==> src/rtl/sonic_st_pkg.sv <==
// Shared definitions for the sonic streaming adapters: empty-width helper,
// framing-check disable value and framing FSM state encodings.
package sonic_st_pkg;

  // Value of FRAME_ERR_BIT that turns the SOP/EOP framing checks off.
  localparam int FRAME_ERR_DISABLE = -1;

  // Framing tracker: outside a packet, or between SOP and EOP.
  typedef enum logic [0:0] {
    ST_IDLE   = 1'b0,
    ST_IN_PKT = 1'b1
  } frame_state_e;

  // Width of the Avalon-ST empty field for a byte-granular data bus.
  function automatic int ST_EMPTY_W(input int data_w);
    return $clog2(data_w / 8);
  endfunction

endpackage

==> src/rtl/sonic_st_skid_buffer.sv <==
// Two-entry ready/valid register stage. The output register is the primary
// entry; the skid register catches the beat accepted while the output stalls.
// in_ready is registered so the sink never sees a combinational path from
// out_ready.
module sonic_st_skid_buffer #(
  parameter int W = 8
) (
  input  logic         clk,
  input  logic         reset,
  output logic         in_ready,
  input  logic         in_valid,
  input  logic [W-1:0] in_data,
  input  logic         out_ready,
  output logic         out_valid,
  output logic [W-1:0] out_data
);

  logic         ready_reg;
  logic         out_valid_reg;
  logic [W-1:0] out_data_reg;
  logic         skid_valid_reg;
  logic [W-1:0] skid_data_reg;
  logic         accept;
  logic         out_free;
  logic         ready_next;

  assign accept   = in_valid & ready_reg;
  // Output slot is available when empty or being emitted this cycle.
  assign out_free = ~out_valid_reg | out_ready;
  // Skid ends up occupied only when the output stalls and it holds or takes a beat.
  assign ready_next = ~(~out_free & (skid_valid_reg | accept));

  assign in_ready  = ready_reg;
  assign out_valid = out_valid_reg;
  assign out_data  = out_data_reg;

  // Move beats sink -> output register, or into the skid when the output stalls.
  always_ff @(posedge clk or posedge reset) begin
    if (reset) begin
      ready_reg      <= 1'b0;
      out_valid_reg  <= 1'b0;
      out_data_reg   <= '0;
      skid_valid_reg <= 1'b0;
      skid_data_reg  <= '0;
    end else begin
      ready_reg <= ready_next;
      if (out_free) begin
        if (skid_valid_reg) begin
          out_valid_reg  <= 1'b1;
          out_data_reg   <= skid_data_reg;
          skid_valid_reg <= 1'b0;
        end else begin
          out_valid_reg <= accept;
          if (accept) begin
            out_data_reg <= in_data;
          end
        end
      end else if (accept) begin
        skid_valid_reg <= 1'b1;
        skid_data_reg  <= in_data;
      end
    end
  end

endmodule

==> src/rtl/sonic_st_error_adapter_reg.sv <==
// Registered Avalon-ST error adapter: maps the sink error field onto the
// source error field, optionally gathers a packet's errors onto its EOP beat,
// flags SOP/EOP framing violations and counts errored packets leaving the block.
module sonic_st_error_adapter_reg
  import sonic_st_pkg::*;
#(
  parameter int                            DATA_W        = 64,
  parameter int                            EMPTY_W       = 3,
  parameter int                            IN_ERR_W      = 1,
  parameter int                            OUT_ERR_W     = 2,
  parameter logic [OUT_ERR_W*IN_ERR_W-1:0] ERR_MAP       = 2'b01,
  parameter int                            ACCUM_ERR     = 1,
  parameter int                            FRAME_ERR_BIT = 1,
  parameter int                            CNT_W         = 32
) (
  input  logic                 clk,
  input  logic                 reset,
  output logic                 in_ready,
  input  logic                 in_valid,
  input  logic [DATA_W-1:0]    in_data,
  input  logic [IN_ERR_W-1:0]  in_error,
  input  logic                 in_startofpacket,
  input  logic                 in_endofpacket,
  input  logic [EMPTY_W-1:0]   in_empty,
  input  logic                 out_ready,
  output logic                 out_valid,
  output logic [DATA_W-1:0]    out_data,
  output logic [OUT_ERR_W-1:0] out_error,
  output logic                 out_startofpacket,
  output logic                 out_endofpacket,
  output logic [EMPTY_W-1:0]   out_empty,
  input  logic                 cnt_clr,
  output logic [CNT_W-1:0]     err_pkt_cnt
);

  localparam int BUF_W = DATA_W + OUT_ERR_W + EMPTY_W + 2;

  frame_state_e           state_reg, state_next;
  logic [OUT_ERR_W-1:0]   accum_reg, accum_next;
  logic [CNT_W-1:0]       cnt_reg;

  logic                   accept;
  logic                   is_idle;
  logic                   sop_type;
  logic                   frame_viol;
  logic [OUT_ERR_W-1:0]   map_err;
  logic [OUT_ERR_W-1:0]   frame_vec;
  logic [OUT_ERR_W-1:0]   beat_err;
  logic [OUT_ERR_W-1:0]   beat_acc;
  logic [OUT_ERR_W-1:0]   err_in_buf;
  logic [BUF_W-1:0]       buf_in;
  logic [BUF_W-1:0]       buf_out;

  assign accept  = in_valid & in_ready;
  assign is_idle = (state_reg == ST_IDLE);
  // A non-SOP beat in IDLE is treated as a packet start; a SOP inside a packet restarts it.
  assign sop_type = in_startofpacket | is_idle;

  // Each output error bit is the OR of the input error bits selected by its mask slice.
  generate
    for (genvar gi = 0; gi < OUT_ERR_W; gi++) begin : g_map
      assign map_err[gi] = |(in_error & ERR_MAP[gi*IN_ERR_W +: IN_ERR_W]);
    end
  endgenerate

  // Framing violation: missing SOP outside a packet, or unexpected SOP inside one.
  generate
    if (FRAME_ERR_BIT != FRAME_ERR_DISABLE) begin : g_frame_on
      assign frame_viol = is_idle ? ~in_startofpacket : in_startofpacket;
      for (genvar gi = 0; gi < OUT_ERR_W; gi++) begin : g_fbit
        assign frame_vec[gi] = frame_viol & (gi == FRAME_ERR_BIT);
      end
    end else begin : g_frame_off
      assign frame_viol = 1'b0;
      assign frame_vec  = '0;
    end
  endgenerate

  assign beat_err = map_err | frame_vec;
  assign beat_acc = (sop_type ? '0 : accum_reg) | beat_err;

  // EOP beats report the whole packet's errors when accumulation is enabled.
  assign err_in_buf = ((ACCUM_ERR != 0) && in_endofpacket) ? beat_acc : beat_err;

  assign buf_in = {in_data, err_in_buf, in_empty, in_startofpacket, in_endofpacket};

  sonic_st_skid_buffer #(
    .W (BUF_W)
  ) u_skid (
    .clk       (clk),
    .reset     (reset),
    .in_ready  (in_ready),
    .in_valid  (in_valid),
    .in_data   (buf_in),
    .out_ready (out_ready),
    .out_valid (out_valid),
    .out_data  (buf_out)
  );

  assign {out_data, out_error, out_empty, out_startofpacket, out_endofpacket} = buf_out;

  // Framing state and error accumulator registers.
  always_ff @(posedge clk or posedge reset) begin
    if (reset) begin
      state_reg <= ST_IDLE;
      accum_reg <= '0;
    end else begin
      state_reg <= state_next;
      accum_reg <= accum_next;
    end
  end

  // Next framing state and accumulator, advancing only on accepted beats.
  always_comb begin
    state_next = state_reg;
    accum_next = accum_reg;
    if (accept) begin
      if (in_endofpacket) begin
        state_next = ST_IDLE;
        accum_next = '0;
      end else begin
        state_next = ST_IN_PKT;
        accum_next = beat_acc;
      end
    end
  end

  // Saturating count of errored EOP beats leaving the block; clear has priority.
  always_ff @(posedge clk or posedge reset) begin
    if (reset) begin
      cnt_reg <= '0;
    end else if (cnt_clr) begin
      cnt_reg <= '0;
    end else if (out_valid && out_ready && out_endofpacket && (|out_error) && (cnt_reg != '1)) begin
      cnt_reg <= cnt_reg + 1'b1;
    end
  end

  assign err_pkt_cnt = cnt_reg;

endmodule

==> config.mk <==
export PLATFORM = sky130hd
export DESIGN_NAME = sonic_st_error_adapter_reg
export DESIGN_NICKNAME = d
export VERILOG_FILES = /design/src/rtl/sonic_st_pkg.sv /design/src/rtl/sonic_st_skid_buffer.sv /design/src/rtl/sonic_st_error_adapter_reg.sv
export SDC_FILE = /design/constraint.sdc
export NUM_CORES = 1
export LEC_CHECK = 0
export CAP_MARGIN = 20
export CORE_UTILIZATION = 45
export DETAILED_ROUTE_END_ITERATION = 16
export PLACE_DENSITY = 0.77
export SLEW_MARGIN = 20
export SYNTH_ARGS = -nofsm -noshare
export SYNTH_HDL_FRONTEND = slang
export SYNTH_SLANG_ARGS = --single-unit
export TNS_END_PERCENT = 30
==> constraint.sdc <==
create_clock -name clk -period 9.14 [get_ports clk]
set_clock_uncertainty 0.1 [all_clocks]
set_input_delay 1.828 -clock clk [delete_from_list [all_inputs] [get_ports clk]]
set_output_delay 1.828 -clock clk [all_outputs]
set_load 0.005 [all_outputs]
== After elaboration in Yosys (flattened, before gate mapping) ==
Index checks and enable logic that the tools add are counted.

* $add $sub $neg: 1
* Equal/unequal tests: 1
* Mux-type cells: 12
* Bitwise gates (word level): 12
* Reductions and logical operators: 10

{| class="wikitable"
|+ Operators by type and width
! operator !! count
|-
| $mux W71 || 2
|-
| $mux W32 || 2
|-
| $add A32 B1 Y32 const B || 1
|-
| $ne A32 B32 Y1 const B || 1
|-
| $mux W2 || 3
|-
| $reduce_bool A2 Y1 || 3
|-
| $mux W1 || 5
|-
| $not A1 Y1 || 5
|-
| $logic_and A1 B1 Y1 || 4
|-
| $reduce_and A2 Y1 || 2
|-
| $or A1 B1 Y1 || 3
|-
| $and A1 B1 Y1 || 2
|-
| $or A1 B2 Y2 || 1
|-
| $or A2 B2 Y2 || 1
|-
| $reduce_or A2 Y1 || 1
|}

* Register bits after elaboration: 180
* Input bits: 75
* Output and inout port bits: 105
* Logic and storage cells: 44

== Longest topological paths before layout ==
* Depth after elaboration: 7
* Gate-level depth with buffers: 8

== By module ==
A second synthesis with hierarchy kept.

* Cell total of the unflattened synthesis: 604
* Area total of the unflattened synthesis: 8526.9 µm²

{| class="wikitable"
|+ Modules (own cells, without submodules)
! module !! instances !! cells each !! area each (µm²) !! seq. area each (µm²)
|-
| sonic_st_skid_buffer || 1 || 389 || 6548.8 || 3628.5
|-
| sonic_st_error_adapter_reg || 1 || 215 || 1978.1 || 875.8
|}

== Least setup slack after synthesis ==
Ideal clock, no wire load.

* Kind: input to register
* Start point: input out_ready
* End point: register cnt_reg[29], in the netlist err_pkt_cnt[29]
* Library setup time: 0.078 ns
* Data arrival time: 3.130 ns
* Setup slack: 5.832 ns
* Stages on the path: 6
* Buffers on the path: 1
* Path through: o2111a_1 > and3_1 > clkbuf_1 > nand3_2 > or4_1 > a21oi_1

* Word-level cells in the longest chain between the ends: 5

{| class="wikitable"
|+ Ends and longest elaborated chain
! element !! RTL line !! text
|-
| from (decl) || sonic_st_error_adapter_reg.sv:25 || <nowiki>input logic out_ready,</nowiki>
|-
| $logic_and A1 B1 Y1 (4 in a row) || sonic_st_error_adapter_reg.sv:134 || <nowiki>end else if (out_valid && out_ready && out_endofpacket && (|out_error) && (cnt_reg != '1)) begin</nowiki>
|-
| $reduce_bool A2 Y1 (no line) || n/a ||
|-
| to (signal assigned) || sonic_st_error_adapter_reg.sv:135 || <nowiki>cnt_reg <= cnt_reg + 1'b1;</nowiki>
|-
| to (decl) || sonic_st_error_adapter_reg.sv:40 || <nowiki>logic [CNT_W-1:0] cnt_reg;</nowiki>
|}

No other way between the ends.
A chain may end at the register's enable or synchronous reset.

== Final worst setup path ==
* Start point: input out_ready
* End point: register u_skid.skid_data_reg[42]

* Word-level cells in the longest chain between the ends: 3

{| class="wikitable"
|+ Ends and longest elaborated chain
! element !! RTL line !! text
|-
| $or A1 B1 Y1 || sonic_st_skid_buffer.sv:29 || <nowiki>assign out_free = ~out_valid_reg | out_ready;</nowiki>
|-
| $not A1 Y1 (no line) || n/a ||
|-
| $reduce_and A2 Y1 (no line) || n/a ||
|-
| to (signal assigned) || sonic_st_skid_buffer.sv:60 || <nowiki>skid_data_reg <= in_data;</nowiki>
|-
| to (decl) || sonic_st_skid_buffer.sv:22 || <nowiki>logic [W-1:0] skid_data_reg;</nowiki>
|}

No other way between the ends.

==> results.cfg <==
[clocking]
cts_setup_buffers = 0
clockBufferDepth = 2
cts_hold_buf = 0
cts-resized-gates = 0
cts.sinks = 180
clk_pin_slew_ns = 0.07
tritoncts = done
cts_inserted_buffers = 17
cts_max_level = 4
cts-root-buf = clkbuf_16
clk_latency_ns = 0.43

[yosys]
syn_nets = 759
synthSimpleGateAreaFrac_pct = 11.3
synth-edff-count = 0
synth_compound_area_share_pct = 9.48
synth_area_leader_cell = dfrtp_1
syn-cell-area_sq_um = 7890
synth.distinct_cells = 43
synth_ff_type = dfrtp_1
ys_ff_latch = 180
yosys-top-cells-area = dfrtp_1 57%, mux2_2 10%, mux2i_1 8.9%
synth.mux.area_fraction_pct = 18.9
synthAdderAreaFrac_pct = 0.317
synthArstFlopShare_pct = 100
synth_top_family_by_area = multiplexers
syn_inst = 682
yosys_warnings = 0
yosysSeqAreaShare_pct = 57.1
synth_xor_xnor_area_share_pct = 0.555
avgSynthCellArea_sq_um = 11.6
netlist.area_leader.share_pct = 57.1

[sta]
drv_slew = 0
finalSetupTns_ns = 0
worst_pin_slew_ns = 1.05
grt_setup_unrepaired = false
setup-violations-final = 0
holdWs_ns = 0.394
max-slew-margin-rel_pct = 30.1
layout_min_cycle_time_ns = 3.67
timing.fmax_ghz = 0.273
timing.final.crit_share_pct = 40.1
finalHoldViolCount = 0

[pwr]
combPwrFrac_pct = 22.7
pwr-share-clk_pct = 30.9
max-vdd-ir-drop_mv = 0.150
p_leak_nw = 4.19
power.internal_w = 0.00172
switching_power_w = 0.000633
powerDensity_nw_per_um2 = 225
pwr-share-seq_pct = 46.4
p_sw_share_pct = 26.9

[cells_and_area]
fillers = 1434
diodes = 0
nNetsFinal = 923
drive_above_1_share_pct = 14.0
layout_common_cells = 179 x dfrtp_1, 178 x clkdlybuf4s50_1, 95 x a21oi_1
area_growth_syn_to_layout_pct = 32.8
final_common_cell = dfrtp_1

[status]
status = completed

[global_route]
grt_max_degree = 110
antenna_found_initial = 0
grt_pass1_wl_um = 28100
grt_usage_pct = 19.7
gr-total-overflow = 0
grt_pass1_vias = 5645

[floorplan]
core_area_sq_um = 17200
start_util_pct = 45.8
die_h_um = 134
die_area_sq_um = 18100
ios = 180
die_w_um = 134
rows = 48

[drt]
wirelength_um = 17300
drc = 0
drtIter0Drc = 304
detail-route-antenna-nets = 0
viasPerCell = 5.36
first_pass_iters = 4
vias = 5806
wl_per_cell_um = 16.0

[place]
gp_congestion = 0.827
dp_hpwl_um = 11200
io_buffer_count = 179

[worst_setup_path]
criticalPathCategory = input port to flop
start_kind = input port
critPathMaxFanout = 74
worstSetupEndpointType = flop
arrival_ns = 3.87
crit_required_ns = 9.34

[job]
maxCapViolCount = 0

[min_path]
min_path_type = flop to flop
## worst paths after layout
path	startpoint	end	slack, ns	depth (start not counted)
setup / recovery	out_ready	u_skid.skid_data_reg[42]	5.47	4
min in group asynchronous	reset	u_skid.out_data[38]	1.66	2
hold reg to reg	u_skid.skid_data_reg[1]	u_skid.skid_data_reg[1]	0.39	2
setup reg to reg	err_pkt_cnt[0]	err_pkt_cnt[21]	6.56	6
hold / removal	u_skid.skid_data_reg[1]	u_skid.skid_data_reg[1]	0.39	2
max in group asynchronous	reset	u_skid.skid_valid_reg	5.57	4
## stage by stage
step,cell area [sq um],power [W],setup slack (ns),utilization [%],cells
2_1_floorplan,7890,0.00135,2.33,-,682
3_3_place_gp,9860,0.00162,4.84,57.2,1051
3_5_place_dp,9860,0.00164,4.88,57.2,1051
4_1_cts,10500,0.00239,5.34,60.6,1083
5_1_grt,10500,0.00248,5.21,60.8,1084
6_report,10500,0.00236,5.47,60.8,1084
## routing by layer
| metal | GRT usage (%) | vias up | share of wire [%] |
|---|---|---|---|
| met5 | 0 | - | 0 |
| li1 | - | 2788 | - |
| met4 | 5.62 | 0 | 1.3 |
| met2 | 32.5 | 161 | 48 |
| met1 | 25.0 | 2840 | 43 |
| met3 | 6.31 | 17 | 7.1 |
## synth_stat cells, types with 5 or more instances
cell type	count
dfrtp_1	180
a21oi_1	95
nor2_1	78
mux2_2	70
mux2i_1	70
clkbuf_1	35
nand2_1	20
o21ai_0	18
or4_1	15
o31ai_1	14
or3_1	13
nand3_1	12
inv_1	9
nand4_1	8
nor3_1	5
## power by group through the flow
stage	combinational [W]	sequential [W]	clock (W)
6_report	0.000535	0.00109	0.000729
2_1_floorplan	0.000265	0.00108	0
5_1_grt	0.000587	0.00111	0.000782
3_5_place_dp	0.000540	0.00110	0
3_3_place_gp	0.000526	0.00110	0
4_1_cts	0.000543	0.00109	0.000751
## area by class of cell
cell class | instances | area [sq um] | share of cell area [%]
multi-input cells | 454 | 3210 | 30.6
flip-flops and latches | 180 | 4510 | 43.0
well taps | 225 | 282 | 2.69
repair buffers | 184 | 1840 | 17.6
clock inverters | 14 | 153 | 1.46
clock buffers | 18 | 439 | 4.19
inverters | 9 | 38.8 | 0.370
## critical path: stages
cell	delay, ns
clkdlybuf4s50_1	0.49
nor2b_1	0.36
nand2_4	0.60
mux2_2	0.51
## logic make-up after synthesis
group,count (synthesis)
AO/OA/AOI/OAI,137
flip-flops,180
AND/OR/NAND/NOR,170
adder cells (fa/ha/maj),2
multiplexers,140
XOR/XNOR,5
buffers and inverters,48
(Power assumes the default switching activity.)
